--- src/rtl/mmio_access_ctrl.sv ---
// Load/store decode for EX/MEM: data-memory strobes are combinational, and I/O accesses use a
// request/ack handshake on one of NUM_CH channels while the pipeline stalls. MMIO_TIMEOUT_EN adds a WAIT timeout.
module mmio_access_ctrl #(
    parameter int ADDR_W      = 32,
    parameter int IO_LSB      = 10,
    parameter int NUM_CH      = 4,
    parameter int CH_LSB      = 4,
    parameter int TIMEOUT_CYC = 255
) (
    input  logic              clk_i,
    input  logic              rst_i,
    input  logic              valid_i,
    input  logic [31:0]       instr_i,
    input  logic [ADDR_W-1:0] alu_result_i,
    input  logic [31:0]       store_data_i,
    input  logic [31:0]       io_rdata_i,
    input  logic [NUM_CH-1:0] io_ack_i,
    output logic              mem_read_o,
    output logic              mem_write_o,
    output logic              mem_or_io_to_reg_o,
    output logic              io_req_o,
    output logic              io_we_o,
    output logic [NUM_CH-1:0] io_sel_o,
    output logic [CH_LSB-1:0] io_addr_o,
    output logic [31:0]       io_wdata_o,
    output logic [31:0]       io_rdata_o,
    output logic              stall_o,
    output logic              err_o
);
    localparam int CH_W = (NUM_CH > 1) ? $clog2(NUM_CH) : 1;

    typedef enum logic [1:0] {IDLE, WAIT, DONE} state_t;
    state_t state, state_nxt;

    logic              is_load, is_store, io_hit, io_access, ch_ok;
    logic [CH_W-1:0]   ch_idx, ch_q, ch_nxt;
    logic              we_q, we_nxt;
    logic [NUM_CH-1:0] sel_nxt;
    logic              ack_sel, latch, capture, err_nxt;
    logic              unused;

    assign is_load   = valid_i && (instr_i[6:0] == 7'h03);
    assign is_store  = valid_i && (instr_i[6:0] == 7'h23);
    assign io_hit    = &alu_result_i[ADDR_W-1:IO_LSB];
    assign io_access = (is_load || is_store) && io_hit;
    assign ch_idx    = alu_result_i[CH_LSB +: CH_W];
    assign unused    = ^{instr_i[31:7], alu_result_i};

    assign mem_read_o         = is_load && !io_hit;
    assign mem_write_o        = is_store && !io_hit;
    assign mem_or_io_to_reg_o = is_load;
    assign stall_o = !rst_i && (((state == IDLE) && io_access) || (state == WAIT));

    // A power-of-two channel count leaves no index that could fall outside the window.
    generate
        if (NUM_CH == (1 << CH_W)) begin : g_full
            assign ch_ok = 1'b1;
        end else begin : g_part
            assign ch_ok = (ch_idx < CH_W'(NUM_CH));
        end
    endgenerate

    // io_sel_o is the one-hot of the latched channel throughout WAIT, so it doubles as the ack mask.
    assign ack_sel = |(io_ack_i & io_sel_o);

`ifdef MMIO_TIMEOUT_EN
    localparam int CNT_W = ($clog2(TIMEOUT_CYC + 1) > 8) ? $clog2(TIMEOUT_CYC + 1) : 8;
    logic [CNT_W-1:0] to_cnt;
    logic             timeout_hit;

    assign timeout_hit = (to_cnt == CNT_W'(TIMEOUT_CYC - 1));

    always_ff @(posedge clk_i or posedge rst_i) begin
        if (rst_i)
            to_cnt <= '0;
        else if (state != WAIT)
            to_cnt <= '0;
        else if (!ack_sel)
            to_cnt <= to_cnt + CNT_W'(1);
    end
`endif

    always_ff @(posedge clk_i or posedge rst_i) begin
        if (rst_i)
            state <= IDLE;
        else
            state <= state_nxt;
    end

    always_comb begin
        state_nxt = state;
        latch     = 1'b0;
        capture   = 1'b0;
        err_nxt   = 1'b0;
        case (state)
            IDLE: begin
                if (io_access) begin
                    latch = 1'b1;
                    if (ch_ok) begin
                        state_nxt = WAIT;
                    end else begin
                        state_nxt = DONE;
                        err_nxt   = 1'b1;
                    end
                end
            end
            WAIT: begin
                if (ack_sel) begin
                    capture   = !we_q;
                    state_nxt = DONE;
                end
`ifdef MMIO_TIMEOUT_EN
                else if (timeout_hit) begin
                    state_nxt = DONE;
                    err_nxt   = 1'b1;
                end
`endif
            end
            DONE:    state_nxt = IDLE;
            default: state_nxt = IDLE;
        endcase
    end

    assign ch_nxt = latch ? ch_idx : ch_q;
    assign we_nxt = latch ? is_store : we_q;

    always_comb begin
        sel_nxt = '0;
        for (int i = 0; i < NUM_CH; i++)
            sel_nxt[i] = (ch_nxt == CH_W'(i));
    end

    always_ff @(posedge clk_i or posedge rst_i) begin
        if (rst_i) begin
            ch_q       <= '0;
            we_q       <= 1'b0;
            io_req_o   <= 1'b0;
            io_we_o    <= 1'b0;
            io_sel_o   <= '0;
            io_addr_o  <= '0;
            io_wdata_o <= '0;
            io_rdata_o <= '0;
            err_o      <= 1'b0;
        end else begin
            ch_q     <= ch_nxt;
            we_q     <= we_nxt;
            io_req_o <= (state_nxt == WAIT);
            io_we_o  <= (state_nxt == WAIT) && we_nxt;
            io_sel_o <= (state_nxt == WAIT) ? sel_nxt : '0;
            err_o    <= err_nxt;
            if (latch) begin
                io_addr_o  <= alu_result_i[CH_LSB-1:0];
                io_wdata_o <= store_data_i;
            end
            if (capture)
                io_rdata_o <= io_rdata_i;
            else if (err_nxt)
                io_rdata_o <= '0;
        end
    end
endmodule

--- config.mk ---
export PLATFORM = sky130hd
export DESIGN_NAME = mmio_access_ctrl
export DESIGN_NICKNAME = d
export VERILOG_FILES = /design/src/rtl/mmio_access_ctrl.sv
export SDC_FILE = /design/constraint.sdc
export NUM_CORES = 1
export LEC_CHECK = 0
export ABC_CLOCK_PERIOD_IN_PS = 3000
export BUFFER_PORTS_ARGS = -buffer_cell sky130_fd_sc_hd__buf_2
export CORE_ASPECT_RATIO = 1.2
export CORE_MARGIN = 2
export CORE_UTILIZATION = 41
export CTS_CLUSTER_DIAMETER = 50
export DETAILED_ROUTE_END_ITERATION = 16
export GPL_TIMING_DRIVEN = 0
export PLACE_DENSITY = 0.79
export SYNTH_ARGS = -nofsm -noshare
export SYNTH_HDL_FRONTEND = slang
export SYNTH_SLANG_ARGS = --single-unit
export TNS_END_PERCENT = 20
--- constraint.sdc ---
create_clock -name clk_i -period 3 [get_ports clk_i]
set_input_delay 0.75 -clock clk_i [delete_from_list [all_inputs] [get_ports clk_i]]
set_output_delay 0.75 -clock clk_i [all_outputs]
set_load 0.05 [all_outputs]
## Yosys cells after proc, flatten, opt, wreduce, memory -nomap -nowiden

Index checks and enable logic that the tools add are counted.

- $add $sub $neg: 0
- $mul: 0
- Divide/modulo/power cells: 0
- Magnitude comparators: 0
- Equal/unequal tests: 7
- Shifts and indexed selects: 0
- Muxes and demuxes: 11
- Bitwise gates (word level): 1
- Reductions and logical operators: 17

Operator list:

| operator | count |
|---|---|
| $mux 32 | 1 |
| $reduce_and 22->1 | 1 |
| $logic_and 1x1->1 | 8 |
| $eq 7x2->1 const B | 1 |
| $eq 7x6->1 const B | 1 |
| $eq 2x1->1 const B | 3 |
| $mux 2 | 3 |
| $mux 1 | 5 |
| $and 4x4->4 | 1 |
| $eq 2x2->1 const B | 2 |
| $logic_not 2->1 | 2 |
| $mux 4 | 1 |
| $pmux 2 s2 | 1 |
| $reduce_or 4->1 | 1 |
| $logic_not 1->1 | 3 |
| $logic_or 1x1->1 | 2 |

- Bits in registers: 79
- Bits in latches: 0
- Memory bits (writable): 0
- Bits in read-only memories: 0
- Input bits: 135
- Output and inout port bits: 79
- Memories: 0

## Longest topological paths before layout

Gate-level depths: netlist of the first run.

- Depth in word-level cells: 9
- Gate-level depth with buffers: 6

## Least setup slack after synthesis of the first run

OpenSTA, ideal clock, no wires.

- Kind: input to output
- Start: in instr_i[2]
- End: out mem_read_o
- Arrival time: 3.692 ns
- Setup slack: -1.442 ns
- Stages on the path: 3
- Path buffers: 0
- Path through: or4b_4 nor4_1 nor2b_1

- Word-level cells in the longest chain between the ends: 3

RTL lines:

| element | line | text |
|---|---|---|
| start, declared | 13 | `input logic [31:0] instr_i,` |
| $eq 7x2->1 | 42 | `assign is_load = valid_i && (instr_i[6:0] == 7'h03);` |
| $logic_and 1x1->1 | 42 |  |
| named net mem_or_io_to_reg_o | 20 | `output logic mem_or_io_to_reg_o,` |
| $logic_and 1x1->1 | 49 | `assign mem_read_o = is_load && !io_hit;` |
| end, declared | 18 | `output logic mem_read_o,` |

The timed path passes the listed nets, and every way through them passes these cells.

## Worst setup path in the final report of the first run

- Start: in instr_i[6]
- End: out stall_o

- Word-level cells in the longest chain between the ends: 7
- Elaborated cells between the ends (all ways): 9
- Those cells by class: 2 x eq/ne; 7 x reduce/logical

RTL lines:

| element | line | text |
|---|---|---|
| $eq 7x2->1 or $eq 7x6->1 (tied branches) | 42, 43 |  |
| $logic_and 1x1->1 (on tied branches) | 42, 43 |  |
| $logic_or 1x1->1 (*) | 45 | `assign io_access = (is_load \|\| is_store) && io_hit;` |
| $logic_and 1x1->1 (*) | 45 |  |
| $logic_and 1x1->1 (*) | 52 | `assign stall_o = !rst_i && (((state == IDLE) && io_access) \|\| (state == WAIT));` |
| $logic_or 1x1->1 (*) | 52 |  |
| $logic_and 1x1->1 (*) | 52 |  |
| end, declared | 27 | `output logic stall_o,` |

Every way passes the cells marked *; elsewhere a longest branch is shown, timed or not.

==> results of run 1 <==
-- power breakdown --
group / internal [mW] / total, mW / switching, mW
Combinational: 0.0622 / 0.131 / 0.0688
Clock: 0.385 / 0.764 / 0.379
Sequential: 1.07 / 1.07 / 0.00145
-- timing repair --
item	in CTS	in global routing
hold buffers	0	0
endpoints found under the hold margin	0	0
resized for setup	6	3
cloned	0	0
endpoints found under the setup margin	2	3
pin swaps	4	2
setup buffers	3	0
-- sequential cells by signal, indices dropped and copies added (netlist names) --
signal / flops
io_rdata_o: 32
state: 2
io_we_o: 1
io_addr_o: 4
io_sel_o: 4
io_wdata_o: 32
ch_q: 2
we_q: 1
io_req_o: 1
-- cell usage in the layout (no fill, tap or decap), types with 2 or more instances in the layout --
cell        instances
buf_2             180
clkbuf_8            9
inv_1               4
clkinvlp_4          2
mux2_4             21
clkbuf_1            4
a22o_1              2
nand2_1             7
nor3_1              2
mux2_2             49
buf_4               5
o31ai_1             3
nand4_1             6
dfrtp_1            79
nor2_1              6
buf_6               6
-- cells by family (layout without fill, tap and decap cells) --
| family | Yosys count | after routing | share of synthesized area (%) |
|---|---|---|---|
| AO/OA/AOI/OAI | 8 | 8 | 1.90 |
| multiplexers | 71 | 71 | 27.7 |
| AND/OR/NAND/NOR | 30 | 30 | 5.18 |
| flip-flops | 79 | 79 | 62.4 |
| buffers and inverters | 14 | 216 | 2.69 |
| other | 1 | 1 | 0.118 |
-- per-stage QoR --
step,area (um^2),TNS [ns],utilization (%),setup WS (ns)
5_1_grt,4490,-0.0661,59.3,-0.0661
4_1_cts,4480,-0.0156,59.2,-0.0156
2_1_floorplan,3200,-0.178,-,-0.152
3_5_place_dp,4250,-0.472,56.2,-0.400
3_3_place_gp,4230,-47.44,55.9,-0.601
6_report,4490,-0.00597,59.3,-0.00597
-- area by class of cell --
class | instances | area (um^2)
Clock buffer | 11 | 131
Inverter | 5 | 21.3
Clock inverter | 5 | 58.8
Buffer | 8 | 58.8
Fill cell | 610 | 3090
Sequential cell | 79 | 1980
Tap cell | 92 | 115
Timing Repair Buffer | 187 | 982
Multi-Input combinational cell | 110 | 1140
-- per-layer routing --
metal	GRT usage (%)	up-vias	share of wire (%)
li1	-	1111	-
met1	20.2	1156	39
met2	30.7	131	52
met3	5.59	10	8.2
met4	6.33	0	1.5
met5	0	-	0
-- worst min-delay path by stage --
stage                endpoint  depth (start not counted)
2_1_floorplan     io_sel_o[2]                          1
3_3_place_gp   io_wdata_o[25]                          1
3_5_place_dp   io_rdata_o[11]                          1
4_1_cts                  we_q                          2
5_1_grt                  we_q                          2
6_report          io_sel_o[1]                          2
-- critical path: cells and delay by family --
| family | cells | cell delay, ns |
|---|---|---|
| compound gates | 1 | 0.11 |
| simple gates | 3 | 0.94 |
| buf+inv | 3 | 0.44 |
==> results_dict.tcl, run 1 <==
set metrics [dict create \
    finalNonFillerCells 497 \
    crit_slowest_cell "or4b_4" \
    slew_headroom_pct 54.4 \
    postSynthAreaPerCell_um2 15.6 \
    die_h_um 100 \
    crit_fanout 2 \
    synth_area_leaders "dfrtp_1 62%, mux2_2 17%, mux2_4 10%" \
    drc 0 \
    finalHoldViolations 0 \
    ios 214 \
    area_delta_synth_final_pct 41.8 \
    antennaDiodeCount 0 \
    grt_start_max_net_pins 42 \
    cts_sinks 79 \
    failed_checks "setup timing" \
    rows 35 \
    ys.flop_type "dfrtp_1" \
    grt_pass1_vias 2353 \
    worstSetupPathType "primary input to primary output" \
    crit_path_end "stall_o" \
    syn-cell-area_um2 3170 \
    dp.cells 479 \
    total_power_mw 1.96 \
    synth-edff-count 0 \
    tightest_slew_ns 0.679 \
    fmax_mhz 333 \
    ys_ff_latch 79 \
    wl_per_cell_um 14.9 \
    antenna_found_initial 0 \
    peakVddDrop_uv 337 \
    initial_core_util_pct 41.8 \
    portBuffers 183 \
    synthTopCellsByCount "79 x dfrtp_1, 49 x mux2_2, 21 x mux2_4, 7 x nand2_1" \
    grt_setup_unrepaired "yes" \
    grt_usage_pct 17.5 \
    ant_nets 0 \
    fin_nets 535 \
    grt_first_pass_wirelength_um 11400 \
    setup_ws_ns -0.00597 \
    final_layout_size_suffix_gt1_share_pct 69.9 \
    synth.top_cell.area_share_pct 62.4 \
    hold_path_class "primary input to async pin" \
    gp_congestion 0.773 \
    syn_nets 338 \
    path_clk_slew_ns 0.08 \
    root_buffer "clkbuf_8" \
    yosysWarnings 0 \
    critPathArrivalTime_ns 2.26 \
    start_kind "primary input" \
    post-route-period-util_pct 100 \
    fin_hold_ws_ns 0.455 \
    synth_top_area_cell "dfrtp_1" \
    fp.dieW_um 84.2 \
    gr-total-overflow 0 \
    synth_cell_types 27 \
    routed_wl_um 7400 \
    crit_path_frequent_cell "buf_6" \
    worstSetupEndpointType "primary output" \
    vias 2408 \
    slew_violations 0 \
    reg2reg_from "state[1]" \
    cts_tree "built" \
    max_cap_viol_count 0 \
    status "finished with violations" \
    clock_path_buffers 2 \
    crit_start "instr_i[6]" \
    core_um2 7580 \
    r2r_setup_slack_ns 0.84 \
    period_needed_ns 3.01 \
    clock_latency_ns 0.34 \
    critPathMaxStageDelay_ns 0.55 \
    cts_buffers 9 \
    viasPerCell 4.85 \
    p_per_area_nw_per_um2 438 \
    p_leak_nw 2.69 \
    fin_skew_ns 0.0116 \
    synth_most_common_cell "dfrtp_1" \
    die_area_um2 8450 \
    async_reset_ff_share_pct 100 \
    rr_endpoint "io_rdata_o[26]" \
    drt_iter0_drc 51 \
    first_pass_iters 4 \
    path_cells "buf_6 > or4b_4 > nor3_4 > nand4_1 > buf_6 > a21oi_4 > buf_6" \
    hpwl_um 5680 \
    htree_levels 3 \
    postSynthCellCount 203 \
    r2r_cells 4 \
    finalSetupViolCount 1 \
    synth_seq_area_share_pct 62.4 \
    required_ns 2.25 \
]
Note: power is estimated with default switching activity, not from simulation.
==> run 2: changes to the inputs <==
Settings changed: CAP_MARGIN from default to 40, CORE_MARGIN 2 to default.
==> results_dict.tcl, run 2 (synthesis gave the netlist of run 1 again) <==
set metrics [dict create \
    rows 34 \
    reg2reg_from "state[1]" \
    pwr-share-comb_pct 6.9 \
    finalHoldViolations 0 \
    wl_per_cell_um 14.5 \
    place_ws_ns -0.377 \
    crit_family "simple AND/OR/NAND/NOR gates" \
    largestRegisters "io_rdata_o: 32 flops, io_wdata_o: 32 flops" \
    clockPowerShare_pct 37.2 \
    clock_latency_ns 0.34 \
    viasPerCell 4.82 \
    crit_path_frequent_cell "buf_6" \
    ios 214 \
    gr-total-overflow 0 \
    slew_headroom_pct 52.7 \
    r2r_cells 4 \
    core_um2 7360 \
    critPathArrivalTime_ns 2.25 \
    path_buf_inv 3 \
    finalSetupViolCount 0 \
    period_needed_ns 3.00 \
    final_common_cell "buf_2" \
    cts_sinks 79 \
    initial_core_util_pct 43.0 \
    antenna_found_initial 0 \
    rr_endpoint "io_rdata_o[27]" \
    area_delta_synth_final_pct 43.1 \
    crit_fanout 2 \
    grt_first_pass_wirelength_um 11200 \
    drt_iter0_drc 32 \
    htree_levels 3 \
    hpwl_um 5590 \
    status "completed" \
    p_per_area_nw_per_um2 422 \
    cts_buffers 9 \
    p_int_mw 1.47 \
    fp.dieW_um 82.2 \
    antennaDiodeCount 0 \
    worstSetupPathType "primary input to primary output" \
    cts_tree "built" \
    grt_setup_unrepaired "yes" \
    grt_pass1_vias 2496 \
    fillCellCount 578 \
    hold_path_class "primary input to async pin" \
    critPathMaxStageDelay_ns 0.56 \
    post-route-period-util_pct 100 \
    peakVddDrop_uv 266 \
    fin_nets 541 \
    mostFrequentLayoutCells "182 x buf_2, 79 x dfrtp_1, 49 x mux2_2" \
    routed_wl_um 7290 \
    tns_ns 0 \
    final_layout_size_suffix_gt1_share_pct 71.0 \
    grt_start_max_net_pins 47 \
    slew_violations 0 \
    finish.utilization_pct 61.6 \
    drc 0 \
    die_h_um 98.3 \
    first_pass_iters 4 \
    fmax_mhz 333 \
    crit_slowest_cell "or4b_4" \
    path_cells "buf_6 > or4b_4 > nor3_4 > nand4_1 > buf_6 > a21oi_4 > buf_6" \
    ant_nets 0 \
    path_clk_slew_ns 0.08 \
    start_kind "primary input" \
    root_buffer "clkbuf_8" \
    p_seq_share_pct 55.9 \
    p_sw_mw 0.438 \
    setup_ws_ns 0.000145 \
    grt_usage_pct 18.9 \
    p_leak_nw 2.72 \
    clock_path_buffers 2 \
    ctsHoldBuffers 0 \
    swShare_pct 22.9 \
    r2r_setup_slack_ns 0.82 \
    total_power_mw 1.91 \
    portBuffers 183 \
    max_cap_viol_count 0 \
    fin_skew_ns 0.0128 \
    required_ns 2.25 \
    worstSetupEndpointType "primary output" \
    tightest_slew_ns 0.704 \
    gp_congestion 0.802 \
    die_area_um2 8080 \
    vias 2416 \
]
run 2: cell types whose count changed in the layout (fill, tap and decap cells not counted), moves of 2 or more:
cell,before,now
buf_2,180,182
buf_4,5,11
clkbuf_1,4,1
clkbuf_8,9,11
run 2: layer usage:
| metal | up-vias | GRT usage, % | part of all wire (%) |
|---|---|---|---|
| met5 | - | 0 | 0 |
| met4 | 0 | 6.88 | 1.8 |
| met3 | 15 | 5.98 | 8.3 |
| met2 | 135 | 33.6 | 52 |
| met1 | 1143 | 20.5 | 37 |
| li1 | 1123 | - | - |
run 2: area by class of cell:
type / instances / area (um^2) / area share [%]
inverters: 5 / 21.3 / 0.469
clock buffers: 11 / 151 / 3.34
flip-flops and latches: 79 / 1980 / 43.6
clock inverters: 5 / 32.5 / 0.718
plain buffers: 7 / 55.1 / 1.21
repair buffers: 194 / 1040 / 22.9
multi-input cells: 110 / 1140 / 25.3
well taps: 90 / 113 / 2.48
run 2: worst max-delay path by stage:
stage / from / endpoint / slack [ns] / depth (start not counted)
finish: instr_i[6] / stall_o / 0.0001 / 7
global route: instr_i[6] / stall_o / -0.06 / 7
CTS: instr_i[6] / stall_o / -0.02 / 7
detailed placement: instr_i[2] / stall_o / -0.38 / 8
global placement: rst_i / io_wdata_o[22] / -0.59 / 2
floorplan: instr_i[2] / mem_read_o / -0.15 / 3
run 2: metrics by stage:
| step | area [um^2] | cells | hold slack [ns] |
|---|---|---|---|
| after detailed placement | 4260 | 477 | 0.487 |
| after global placement | 4230 | 476 | 0.484 |
| final | 4530 | 501 | 0.433 |
| after CTS | 4520 | 500 | 0.434 |
| after floorplan | 3200 | 203 | 0.494 |
| after global routing | 4530 | 501 | 0.448 |
run 2: power by group through the flow:
stage	Combinational, mW	Clock (mW)	Sequential, mW
floorplan	0.0342	0	1.10
global placement	0.122	0	1.09
detailed placement	0.131	0	1.09
CTS	0.135	0.739	1.07
global route	0.146	0.790	1.07
finish	0.132	0.711	1.07
run 2: timing repair:
action	CTS	global route
pin swaps	4	2
resized for setup	6	0
gates cloned	0	0
buffers inserted	9	1
setup endpoints to repair	1	1
